## src/rtl/bitmask_spram_packer.sv

```systemverilog
// Packs the thresholded 1-bit pixel stream into 16-bit SPRAM words, double-buffers frames
// across two banks and hands each finished bank to the system-clock reader by toggle.
module bitmask_spram_packer #(
   parameter int PIX_PER_FRAME = 76800,
   parameter int WORD_W        = 16,
   parameter int BANK_WORDS    = 4800,
   parameter int ADDR_W        = 14
) (
   input  logic              cam_pclk,
   input  logic              nreset,
   input  logic              pix_wr_en,
   input  logic [16:0]       pix_wr_addr,
   input  logic              pix_wr_data,
   input  logic              frame_done,
   input  logic              rd_release_toggle,
   output logic              spram_we,
   output logic [ADDR_W-1:0] spram_addr,
   output logic [WORD_W-1:0] spram_wdata,
   output logic [3:0]        spram_maskwren,
   output logic              frame_ready_toggle,
   output logic              ready_bank,
   output logic [7:0]        frame_count,
   output logic [7:0]        drop_count,
   output logic              addr_err
);

   typedef enum logic [1:0] {
      CAPTURE = 2'd0,
      FLUSH   = 2'd1,
      PUBLISH = 2'd2
   } state_t;

   localparam logic [16:0]       PIX_LIMIT  = 17'(PIX_PER_FRAME);
   localparam logic [ADDR_W-1:0] BANK1_BASE = ADDR_W'(BANK_WORDS);

   function automatic logic [WORD_W-1:0] set_pixel(input logic [WORD_W-1:0] word,
                                                   input logic [3:0]        bit_idx,
                                                   input logic              val);
      logic [WORD_W-1:0] result;
      result          = word;
      result[bit_idx] = val;
      return result;
   endfunction

   function automatic logic [ADDR_W-1:0] word_addr(input logic bank, input logic [12:0] idx);
      logic [ADDR_W-1:0] offset;
      offset = ADDR_W'(idx);
      if (bank) begin
         return BANK1_BASE + offset;
      end else begin
         return offset;
      end
   endfunction

   state_t              state_r;
   state_t              state_nxt_s;
   logic [2:0]          sync_r;
   logic                release_edge_s;
   logic                busy_released_s;
   logic                pix_ok_s;
   logic                pix_bad_s;
   logic [12:0]         pix_idx_s;
   logic [3:0]          pix_bit_s;
   logic [WORD_W-1:0]   merge_base_s;

   logic                pending_valid_r;
   logic                pending_valid_nxt_s;
   logic [12:0]         pending_idx_r;
   logic [12:0]         pending_idx_nxt_s;
   logic [WORD_W-1:0]   pending_word_r;
   logic [WORD_W-1:0]   pending_word_nxt_s;
   logic                wr_bank_r;
   logic                wr_bank_nxt_s;
   logic                reader_busy_r;
   logic                reader_busy_nxt_s;

   logic                we_nxt_s;
   logic [ADDR_W-1:0]   waddr_nxt_s;
   logic [WORD_W-1:0]   wdata_nxt_s;
   logic                toggle_nxt_s;
   logic                ready_bank_nxt_s;
   logic [7:0]          frame_count_nxt_s;
   logic [7:0]          drop_count_nxt_s;
   logic                addr_err_nxt_s;

   assign release_edge_s  = sync_r[1] ^ sync_r[2];
   assign busy_released_s = reader_busy_r & ~release_edge_s;
   assign pix_idx_s       = pix_wr_addr[16:4];
   assign pix_bit_s       = pix_wr_addr[3:0];
   assign pix_ok_s        = pix_wr_en & (pix_wr_addr < PIX_LIMIT);
   assign pix_bad_s       = pix_wr_en & (pix_wr_addr >= PIX_LIMIT);
   // Pixels landing in the pending word merge into it; otherwise they start from a zeroed word.
   assign merge_base_s    = (pending_valid_r && (pending_idx_r == pix_idx_s)) ? pending_word_r
                                                                              : {WORD_W{1'b0}};

   // Frame sequencing state register.
   always_ff @(posedge cam_pclk or negedge nreset) begin
      if (!nreset) begin
         state_r <= CAPTURE;
      end else begin
         state_r <= state_nxt_s;
      end
   end

   // Next-state, packing, write emission and bank hand-off decisions.
   always_comb begin
      state_nxt_s         = state_r;
      pending_valid_nxt_s = pending_valid_r;
      pending_idx_nxt_s   = pending_idx_r;
      pending_word_nxt_s  = pending_word_r;
      wr_bank_nxt_s       = wr_bank_r;
      reader_busy_nxt_s   = busy_released_s;
      we_nxt_s            = 1'b0;
      waddr_nxt_s         = {ADDR_W{1'b0}};
      wdata_nxt_s         = {WORD_W{1'b0}};
      toggle_nxt_s        = frame_ready_toggle;
      ready_bank_nxt_s    = ready_bank;
      frame_count_nxt_s   = frame_count;
      drop_count_nxt_s    = drop_count;
      addr_err_nxt_s      = addr_err;

      case (state_r)
         CAPTURE: begin
            if (pix_ok_s) begin
               if (pending_valid_r && (pending_idx_r != pix_idx_s)) begin
                  // Address skip: retire the old word; the new pixel stays pending even at bit 15
                  // because only one write can leave per cycle.
                  we_nxt_s            = 1'b1;
                  waddr_nxt_s         = word_addr(wr_bank_r, pending_idx_r);
                  wdata_nxt_s         = pending_word_r;
                  pending_valid_nxt_s = 1'b1;
                  pending_idx_nxt_s   = pix_idx_s;
                  pending_word_nxt_s  = set_pixel({WORD_W{1'b0}}, pix_bit_s, pix_wr_data);
               end else if (pix_bit_s == 4'd15) begin
                  we_nxt_s            = 1'b1;
                  waddr_nxt_s         = word_addr(wr_bank_r, pix_idx_s);
                  wdata_nxt_s         = set_pixel(merge_base_s, pix_bit_s, pix_wr_data);
                  pending_valid_nxt_s = 1'b0;
                  pending_word_nxt_s  = {WORD_W{1'b0}};
               end else begin
                  pending_valid_nxt_s = 1'b1;
                  pending_idx_nxt_s   = pix_idx_s;
                  pending_word_nxt_s  = set_pixel(merge_base_s, pix_bit_s, pix_wr_data);
               end
            end else if (pix_bad_s) begin
               addr_err_nxt_s = 1'b1;
            end else begin
               addr_err_nxt_s = addr_err;
            end
            if (frame_done) begin
               state_nxt_s = FLUSH;
            end else begin
               state_nxt_s = CAPTURE;
            end
         end
         FLUSH: begin
            if (pending_valid_r) begin
               we_nxt_s            = 1'b1;
               waddr_nxt_s         = word_addr(wr_bank_r, pending_idx_r);
               wdata_nxt_s         = pending_word_r;
               pending_valid_nxt_s = 1'b0;
               pending_word_nxt_s  = {WORD_W{1'b0}};
            end else begin
               we_nxt_s = 1'b0;
            end
            state_nxt_s = PUBLISH;
         end
         PUBLISH: begin
            // A release arriving this same cycle has already been folded into busy_released_s.
            if (!busy_released_s) begin
               ready_bank_nxt_s  = wr_bank_r;
               toggle_nxt_s      = ~frame_ready_toggle;
               reader_busy_nxt_s = 1'b1;
               wr_bank_nxt_s     = ~wr_bank_r;
               frame_count_nxt_s = frame_count + 8'd1;
            end else if (drop_count != 8'hFF) begin
               drop_count_nxt_s = drop_count + 8'd1;
            end else begin
               drop_count_nxt_s = drop_count;
            end
            state_nxt_s = CAPTURE;
         end
         default: begin
            state_nxt_s = CAPTURE;
         end
      endcase
   end

   // Datapath, bank bookkeeping, release synchroniser and registered outputs.
   always_ff @(posedge cam_pclk or negedge nreset) begin
      if (!nreset) begin
         sync_r             <= 3'b000;
         pending_valid_r    <= 1'b0;
         pending_idx_r      <= 13'd0;
         pending_word_r     <= {WORD_W{1'b0}};
         wr_bank_r          <= 1'b0;
         reader_busy_r      <= 1'b0;
         spram_we           <= 1'b0;
         spram_addr         <= {ADDR_W{1'b0}};
         spram_wdata        <= {WORD_W{1'b0}};
         spram_maskwren     <= 4'h0;
         frame_ready_toggle <= 1'b0;
         ready_bank         <= 1'b0;
         frame_count        <= 8'd0;
         drop_count         <= 8'd0;
         addr_err           <= 1'b0;
      end else begin
         sync_r             <= {sync_r[1:0], rd_release_toggle};
         pending_valid_r    <= pending_valid_nxt_s;
         pending_idx_r      <= pending_idx_nxt_s;
         pending_word_r     <= pending_word_nxt_s;
         wr_bank_r          <= wr_bank_nxt_s;
         reader_busy_r      <= reader_busy_nxt_s;
         spram_we           <= we_nxt_s;
         spram_addr         <= waddr_nxt_s;
         spram_wdata        <= wdata_nxt_s;
         spram_maskwren     <= we_nxt_s ? 4'hF : 4'h0;
         frame_ready_toggle <= toggle_nxt_s;
         ready_bank         <= ready_bank_nxt_s;
         frame_count        <= frame_count_nxt_s;
         drop_count         <= drop_count_nxt_s;
         addr_err           <= addr_err_nxt_s;
      end
   end

endmodule
```

## config.mk

```make
export PLATFORM = sky130hd
export DESIGN_NAME = bitmask_spram_packer
export DESIGN_NICKNAME = d
export VERILOG_FILES = /design/src/rtl/bitmask_spram_packer.sv
export SDC_FILE = /design/constraint.sdc
export NUM_CORES = 1
export LEC_CHECK = 0
export BUFFER_PORTS_ARGS = -buffer_cell sky130_fd_sc_hd__buf_4
export CAP_MARGIN = 5
export CORE_MARGIN = 8
export CORE_UTILIZATION = 50
export CTS_CLUSTER_DIAMETER = 50
export DETAILED_ROUTE_END_ITERATION = 16
export GPL_TIMING_DRIVEN = 1
export PLACE_DENSITY = 0.8
export SLEW_MARGIN = 20
export SYNTH_ARGS = -nofsm -noshare
export SYNTH_HDL_FRONTEND = slang
export SYNTH_SLANG_ARGS = --single-unit
```

## constraint.sdc

```tcl
create_clock -name cam_pclk -period 1.84 [get_ports cam_pclk]
set_input_delay 0.184 -clock cam_pclk [delete_from_list [all_inputs] [get_ports cam_pclk]]
set_output_delay 0.184 -clock cam_pclk [all_outputs]
set_load 0.02 [all_outputs]
```

# Word level (Yosys, flattened, before mapping)
# Cells that the tools add are included.
# Widths: inputs -> output; s select.
# op_classes
magnitude_cmp	4
reduce_logical	11
n_eq_ne	9
n_bitwise	10
n_addsub	4
mux	36
# op_table
cell	count
$mux 16	9
$mux 14	6
$pmux 16 s2	2
$add 13x13->14 const A	2
$pmux 14 s2	1
$mux 13	2
$ge 17x17->1 const B	1
$lt 17x17->1 const B	1
$add 8x1->8 const B	2
$and 16x16->16	1
$bwmux 16	1
$eq 13x13->1	1
$ne 13x13->1	1
$reduce_and 3->1	4
$mux 1	10
$ne 8x8->1 const B	1
$ne 2x2->1 const B	3
$lt 4x5->1 const B	1
$not 1->1	5
$demux 1 s4	1
$eq 4x4->1 const B	1
$ge 4x1->1 const B	1
$mux 4	1
$pmux 1 s2	2
other kinds (9)	14
# word_totals
register_bits	91

# Depth between registers and ports, before layout
# Gate-level depths: netlist of run 1.
# depth
ltp_word	9
depth_mapped	8

# Worst setup path before layout of run 1
# No wires, ideal clock.
# synth_timing
kind	register to register
startpoint	register state_r[0]
endpoint	register pending_idx_r[10]
synth_period_minus_slack_ns	1.983
path_slack_ns	-0.143
n_path_buf	1
setup_time_ns	0.125
arrival_ns	1.858
path_stages_with_launch	6
path_cell_list	dfrtp_1 > nor3b_1 > o211ai_2 > o22ai_4 > buf_6 > mux2_4
# synth_via
elab_chain_cells	2
# synth_lines
item	line_no	text
start: declaration	55	state_t state_r;
start signal: assignment	101	state_r <= state_nxt_s;
$logic_not 2->1	122	case (state_r)
$reduce_and 3->1 (no source line)	n/a	
end signal: assignment	210	pending_idx_r <= pending_idx_nxt_s;
end: declaration	68	logic [12:0] pending_idx_r;
# No other way between the ends.
# A chain may end at the register's enable or synchronous reset.

# Worst setup path after layout of run 1
# layout_timing
startpoint	register pending_idx_r[6]
endpoint	register pending_idx_r[7]
# layout_via
elab_chain_cells	4
word_cells_on_any_way	5
classes_between	eq/ne (2); mux (1); reduce/logical (2)
# layout_lines
item	line_no	text
$ne 13x13->1 (*)	125	if (pending_valid_r && (pending_idx_r != pix_idx_s)) begin
$logic_and 1x1->1 (*)	125	
$ne 2x2->1 (no source line)	n/a	
$reduce_and 3->1 (no source line)	n/a	
# Every way passes the cells marked *; elsewhere a longest branch is shown, timed or not.

==> reports/metrics.yaml, run 1 <==
worst_pin_slew_ns: 0.924
dr.pass1.iters: 5
fmax_mhz: 463
required_ns: 2.13
dieHeight_um: 109
syn_inst: 408
min_path_type: "input port to flip-flop"
setup_slack_ns: -0.320
pwr-share-clk_pct: 20.6
cts.clk_slew.worst_paths_ns: 0.09
syn_avg_cell_area_um2: 10.6
grt_pass1_vias: 4015
clk_latency_ns: 0.37
power_density_nw_per_um2: 1110
relSlewSlack_pct: 38.2
final_util_pct: 71.9
cts_buffers: 9
via_count: 4065
antennaDiodeCount: 0
finalCritPeriodShare_pct: 117
placement.io_buffers: 76
whs_endpoint: "spram_addr[5]"
yosysSeqAreaShare_pct: 50.2
htree_num_levels: 3
root_buffer: "clkbuf_8"
synth_xor_area_share_pct: 9.10
die_area_um2: 11900
drtIter0Drc: 384
layout.cells.non_filler: 660
synthAdderAreaFrac_pct: 1.16
cts_tree: "done"
ff_latch_area_um2: 2180
antenna_found_initial: 0
synth_top_family_by_area: "compound AO/OA/AOI/OAI gates"
seqPwrFrac_pct: 38.2
internal_power_uw: 4170
synth.distinct_cells: 52
crit_type: "flip-flop to flip-flop"
final_hold_viol_count: 0
final_max_slew_viol_count: 0
start_util_pct: 50.7
grt_use_met1_pct: 28.0
clockBufferDepth: 2
r2r_start: "pending_idx_r[6]"
drive_gt1_share_pct: 44.9
layout_common_cells: "buf_4, dfrtp_1, nand2_1, xor2_1"
nNetsFinal: 574
dp_cells: 623
grt_busiest_layer: "met2"
hp-start: "pix_wr_addr[9]"
whs_ns: 0.0564
die-width_um: 109
cp-end-kind: "flip-flop"
fillers: 547
drt_wl_total_um: 14600
skew_ns: 0.0155
multi_input_area_um2: 2360
hpwl_um: 8520
grt_max_degree: 44
grtUsageMet2_pct: 36.0
ir_worst_vdd_v: 0.000733
r2r_cells: 6
rows: 34
grt_overflow_total: 0
grt_use_total_pct: 22.5
io_pins: 77
power_leakage_uw: 0.00282
synth_seq_cells: 87
areaGrowthSynthToFinish_pct: 41.8
met3_usage_pct: 4.20
synth_edf_count: 0
swShare_pct: 38.8
syn_nets: 435
final_common_cell: "buf_4"
globalplace.congestion: 0.971
comb_power_share_pct: 41.2
clock_sinks: 87
synth_ff_type: "dfrtp_1"
violations: "setup timing"
status: "finished with violations"
crit_fanout: 8
startpoint_type: "flip-flop"
arrival_ns: 2.45
antenna_left: 0
viasPerCell: 6.16
switchingPower_uw: 2640
hold_path_depth: 2
syn_area_um2: 4330
fin_crit_ns: 2.16
ff2ff_setup_slack_ns: -0.32
drc: 0
rsz0062_at_grt: "true"
coreArea_um2: 8550
setup_viol: 61
r2r-end: "pending_idx_r[7]"
synthMuxAreaShare_pct: 6.18
yosys_warnings: 0
synth_simple_gate_area_share_pct: 12.6
grt_first_pass_wirelength_um: 20800
synth_compound_area_share_pct: 16.6
wire_per_inst_um: 22.1
async_flop_share_pct: 100
drv_cap: 0
==> layout make-up <==
| type | instances | share of cell area [%] |
|---|---|---|
| Inverter | 9 | 0.550 |
| Multi-Input combinational cell | 287 | 38.3 |
| Clock inverter | 6 | 1.12 |
| Timing Repair Buffer | 153 | 20.1 |
| Sequential cell | 87 | 35.4 |
| Clock buffer | 10 | 2.24 |
| Tap cell | 108 | 2.20 |
==> through the flow <==
stage	worst slack [ns]	total power [µW]	TNS, ns	cell area (µm²)
after global placement	-0.171	4790	-3.23	5360
after CTS	-0.0516	6460	-0.440	5870
after global routing	-0.315	7110	-13.17	6150
after detailed placement	-0.341	4890	-6.23	5360
final	-0.320	6820	-11.35	6150
after floorplan	-0.0488	3900	-0.496	4360
==> metal layers <==
metal  wire [µm]  vias to the layer above
li1            -                     1728
met1        5530                     1993
met2        7010                      265
met3        1240                       79
met4         795                        0
met5           0                        -
==> power by group through the flow <==
| stage | combinational, µW | clock [µW] | sequential, µW |
|---|---|---|---|
| floorplan | 1140 | 0 | 2760 |
| global placement | 2210 | 0 | 2580 |
| detailed placement | 2290 | 0 | 2610 |
| CTS | 2480 | 1410 | 2580 |
| global route | 2970 | 1500 | 2640 |
| finish | 2810 | 1410 | 2600 |
==> logic make-up after synthesis <==
family,count (synthesis)
and+or+nand+nor,111
AOI/OAI and AO/OA,102
DFF,87
xor gates and xnor gates,45
buffers and inverters,36
muxes,23
adders and majority gates,4
==> worst max-delay path: stages, from the launching register on <==
cell and delay (ns):
dfrtp_1 0.41, xor2_1 0.49, nor2_1 0.18, and4_4 0.28, o22ai_4 0.34, buf_6 0.17, mux2i_1 0.21
==> flip-flops by register name, indices dropped and copies added, names as in the netlist, 2 cells and up <==
register / cells
sync_r: 3
state_r: 2
frame_count: 8
spram_addr: 14
drop_count: 8
pending_idx_r: 13
pending_word_r: 16
spram_wdata: 16
==> synthesized netlist by cell type (2+ instances only) <==
master | count | area (µm²)
dfrtp_1 | 87 | 2180
nand2_1 | 52 | 195
xor2_1 | 28 | 245
o21ai_0 | 25 | 125
a21oi_1 | 23 | 115
xnor2_1 | 17 | 149
mux2_2 | 14 | 158
nor2_1 | 13 | 48.8
clkbuf_1 | 11 | 41.3
a32o_1 | 10 | 100
inv_1 | 9 | 33.8
nand2b_1 | 9 | 56.3
buf_2 | 8 | 40.0
nand3_1 | 7 | 35.0
nand4_1 | 7 | 43.8
a31o_2 | 6 | 52.6
and3_1 | 5 | 31.3
buf_4 | 5 | 37.5
mux2i_1 | 5 | 50.1
o2bb2ai_1 | 5 | 43.8
a22oi_1 | 4 | 30.0
ha_1 | 4 | 50.1
mux2_4 | 4 | 60.1
nor3_1 | 4 | 20.0
o21ai_1 | 4 | 20.0
a21boi_0 | 3 | 22.5
a32oi_1 | 3 | 26.3
and4_1 | 3 | 26.3
nor2b_1 | 3 | 18.8
o22ai_1 | 3 | 18.8
a22o_1 | 2 | 17.5
a31oi_1 | 2 | 12.5
buf_6 | 2 | 22.5
nor3b_1 | 2 | 15.0
nor4_2 | 2 | 25.0
==> worst max path at each step <==
stage,from,end,slack [ns],cells past startpoint
2_1_floorplan,pending_idx_r[8],pending_idx_r[10],-0.05,7
3_3_place_gp,pix_wr_addr[11],pending_idx_r[5],-0.17,5
3_5_place_dp,pix_wr_addr[14],pending_idx_r[1],-0.34,5
4_1_cts,pending_idx_r[10],pending_word_r[3],-0.05,7
5_1_grt,pending_idx_r[9],pending_word_r[3],-0.31,7
6_report,pending_idx_r[6],pending_idx_r[7],-0.32,6
==> timing repair <==
action                                  in CTS  in global routing
endpoints found under the hold margin       40                  0
endpoints found under the setup margin      43                 61
gates cloned                                 3                  0
pin swaps                                   14                 20
setup buffers                               14                  3
hold buffers                                 2                  0
resized for setup                           36                 63
No activity file was read; power rests on OpenSTA's default activity.
==> inputs of run 2 (changes only) <==
Settings changed: ABC_AREA set to 1, CORE_UTILIZATION 50 to 51, PLACE_DENSITY 0.8 to 0.81.
==> run 2 against run 1 <==
The run now ends clean. Clock skew down 0.0071 ns. Maximum frequency up 27%. Setup slack better by 0.45 ns. Synthesized area up 8.3%. Routed wire length down 23%. Sequential share of layout area up 3.1 points. Sequential cell count unchanged. Synthesized cell count up 59%. Clock power down 6%. Largest cell class is now registers. Highest routed layer unchanged.
==> reports/metrics.yaml, run 2 <==
syn_inst: 648  # was 408
drtIter0Drc: 321  # was 384
grt_max_degree: 88  # was 44
pwr-share-clk_pct: 22.4  # was 20.6%
hp-start: "pix_wr_addr[7]"  # was pix_wr_addr[9]
synth.distinct_cells: 29  # was 52
drc: 0  # unchanged
antennaDiodeCount: 0  # unchanged
power_leakage_uw: 0.00321  # was 0.00282 µW
arrival_ns: 2.00  # was 2.45 ns
coreArea_um2: 9060  # was 8550 µm²
cts.clk_slew.worst_paths_ns: 0.08  # was 0.09 ns
ff2ff_setup_slack_ns: 0.13  # was -0.32 ns
grt_first_pass_wirelength_um: 19200  # was 20800 µm
synth_seq_cells: 87  # unchanged
grt_pass1_vias: 4271  # was 4015
synth_simple_gate_area_share_pct: 36.0  # was 12.6%
htree_num_levels: 3  # unchanged
finalCritPeriodShare_pct: 92.7  # was 117%
ir_worst_vdd_v: 0.000567  # was 0.000733 V
dr.pass1.iters: 5  # unchanged
synth_edf_count: 0  # unchanged
antenna_found_initial: 0  # unchanged
areaGrowthSynthToFinish_pct: 20.4  # was 41.8%
drive_gt1_share_pct: 17.2  # was 44.9%
root_buffer: "clkbuf_8"  # unchanged
fin_crit_ns: 1.71  # was 2.16 ns
hpwl_um: 7870  # was 8520 µm
synthTopCellsByCount: "nand2_1, dfrtp_1, inv_1"  # was dfrtp_1, nand2_1, xor2_1
nNetsFinal: 754  # was 574
seqPwrFrac_pct: 43.1  # was 38.2%
yosys_warnings: 0  # unchanged
antenna_left: 0  # unchanged
r2r-end: "spram_addr[2]"  # was pending_idx_r[7]
drv_cap: 0  # unchanged
yosysMostFrequentCell: "nand2_1"  # was dfrtp_1
swShare_pct: 38.1  # was 38.8%
globalplace.congestion: 0.935  # was 0.971
synth_top_family_by_area: "simple AND/OR/NAND/NOR gates"  # was compound AO/OA/AOI/OAI gates
via_count: 4245  # was 4065
dieHeight_um: 112  # was 109 µm
syn_nets: 675  # was 435
rsz0062_at_grt: "false"  # was true
final_max_slew_viol_count: 0  # unchanged
cts_tree: "done"  # unchanged
power_density_nw_per_um2: 1050  # was 1110 nW/µm²
skew_ns: 0.00846  # was 0.0155 ns
relSlewSlack_pct: 69.3  # was 38.2%
p_total_uw: 5910  # was 6820 µW
synthAdderAreaFrac_pct: 1.07  # was 1.16%
syn_avg_cell_area_um2: 7.24  # was 10.6 µm²
async_flop_share_pct: 100  # unchanged
placement.io_buffers: 76  # unchanged
grt_overflow_total: 0  # unchanged
crit_path_end: "spram_addr[2]"  # was pending_idx_r[7]
ys_top_cells_by_area: "dfrtp_1, nand2_1, inv_1"  # was dfrtp_1, xor2_1, nand2_1
synth_top_area_share_pct: 46.4  # was 50.2%
die-width_um: 112  # was 109 µm
layout.cells.non_filler: 843  # was 660
reg_top3: "pending_word_r: 16 flops, spram_wdata: 16 flops, spram_addr: 14 flops"  # unchanged
comb_power_share_pct: 34.5  # was 41.2%
start_util_pct: 51.8  # was 50.7%
crit_type: "flip-flop to flip-flop"  # unchanged
startpoint_type: "flip-flop"  # unchanged
syn_area_um2: 4690  # was 4330 µm²
final_common_cell: "nand2_1"  # was buf_4
cts_buffers: 9  # unchanged
setup_viol: 0  # was 61
required_ns: 2.14  # was 2.13 ns
internal_power_uw: 3660  # was 4170 µW
drt_wl_total_um: 11200  # was 14600 µm
crit_fanout: 22  # was 8
r2r_start: "state_r[1]"  # was pending_idx_r[6]
viasPerCell: 5.04  # was 6.16
layout_common_cells: "nand2_1, buf_4, dfrtp_1, inv_1, nor2_1"  # was buf_4, dfrtp_1, nand2_1, xor2_1
wire_per_inst_um: 13.3  # was 22.1 µm
clk_latency_ns: 0.36  # was 0.37 ns
synth_xor_area_share_pct: 5.41  # was 9.10%
yosysTopAreaCell: "dfrtp_1"  # unchanged
final_util_pct: 62.4  # was 71.9%
final_hold_viol_count: 0  # unchanged
synth_compound_area_share_pct: 1.89  # was 16.6%
hold_path_depth: 3  # was 2
grt_use_total_pct: 18.3  # was 22.5%
synthMuxAreaShare_pct: 0.240  # was 6.18%
dp_cells: 822  # was 623
fmax_mhz: 586  # was 463 MHz
status: "completed"  # was finished with violations
clock_sinks: 87  # unchanged
switchingPower_uw: 2250  # was 2640 µW
min_path_type: "input port to flip-flop"  # unchanged
clockBufferDepth: 2  # unchanged
crit_path_start: "state_r[1]"  # was pending_idx_r[6]
rows: 35  # was 34
yosysSeqAreaShare_pct: 46.4  # was 50.2%
die_area_um2: 12500  # was 11900 µm²
io_pins: 77  # unchanged
worst_pin_slew_ns: 0.460  # was 0.924 ns
r2r_cells: 10  # was 6
cp-end-kind: "flip-flop"  # unchanged
synth_ff_type: "dfrtp_1"  # unchanged
tns_ns: 0  # was -11.35 ns
run 2: cell types whose count changed after synthesis, sizes merged, moves of 9 or more:
cell	change
nor2	+50
nand3	+26
mux2	-17
nand4	+15
xor2	-9
a21oi	-20
inv	+60
nand2	+243
a32o	-10
o21ai	-18
nand2b	-9
run 2: layout make-up:
class / instances / area (µm²)
fillers: 797 / 3410
flip-flops and latches: 87 / 2180
multi-input cells: 465 / 2120
repair buffers: 94 / 761
inverters: 70 / 263
well taps: 111 / 139
clock buffers: 11 / 131
clock inverters: 5 / 58.8
run 2: worst min path at each step:
stage / endpoint / slack [ns]
floorplan: addr_err / -0.11
global placement: frame_ready_toggle / 0.26
detailed placement: frame_count[5] / 0.27
CTS: pending_idx_r[2] / 0.04
global route: pending_idx_r[5] / 0.05
finish: pending_idx_r[3] / 0.05
run 2: metrics by stage:
step / hold slack [ns] / setup WS [ns] / cell area (µm²)
2_1_floorplan: -0.112 / 0.170 / 4690
3_3_place_gp: 0.255 / 0.155 / 5390
4_1_cts: 0.0437 / 0.0544 / 5600
3_5_place_dp: 0.265 / 0.0640 / 5390
6_report: 0.0499 / 0.135 / 5650
5_1_grt: 0.0487 / 0.0115 / 5650
run 2: routing by layer:
layer	GRT usage (%)	wire [µm]
met1	22.5	5060
met2	29.5	5170
met3	4.60	736
met4	8.36	217
met5	0	0
run 2: what timing repair did:
| action | CTS | global route |
|---|---|---|
| hold buffers | 2 | 0 |
| hold endpoints to repair | 88 | 0 |
| buffers inserted | 0 | 3 |
| resized for setup | 0 | 8 |
| setup endpoints to repair | 0 | 52 |
run 2: power groups by stage:
stage	clock network [µW]	logic, µW	registers (µW)
finish	1320	2040	2550
CTS	1360	2030	2540
detailed placement	0	2010	2570
global route	1440	2270	2600
floorplan	0	1190	2690
global placement	0	1950	2560
run 2: critical path, stage by stage (launching register included):
cell,delay [ns]
dfrtp_1,0.42
inv_1,0.09
nand2_1,0.07
nor2_1,0.18
inv_1,0.12
nor2_4,0.18
nand3_4,0.13
nand2_4,0.15
buf_12,0.18
nand2_1,0.07
nand2_1,0.06
run 2: cells by family (layout without fill, tap and decap cells):
group           after synthesis  in the layout
buf+inv                      96            180
fa+ha+maj                     4              4
simple gates                415            415
xor+xnor                     29             29
compound gates               16             16
flops                        87             87
mux                           1              1
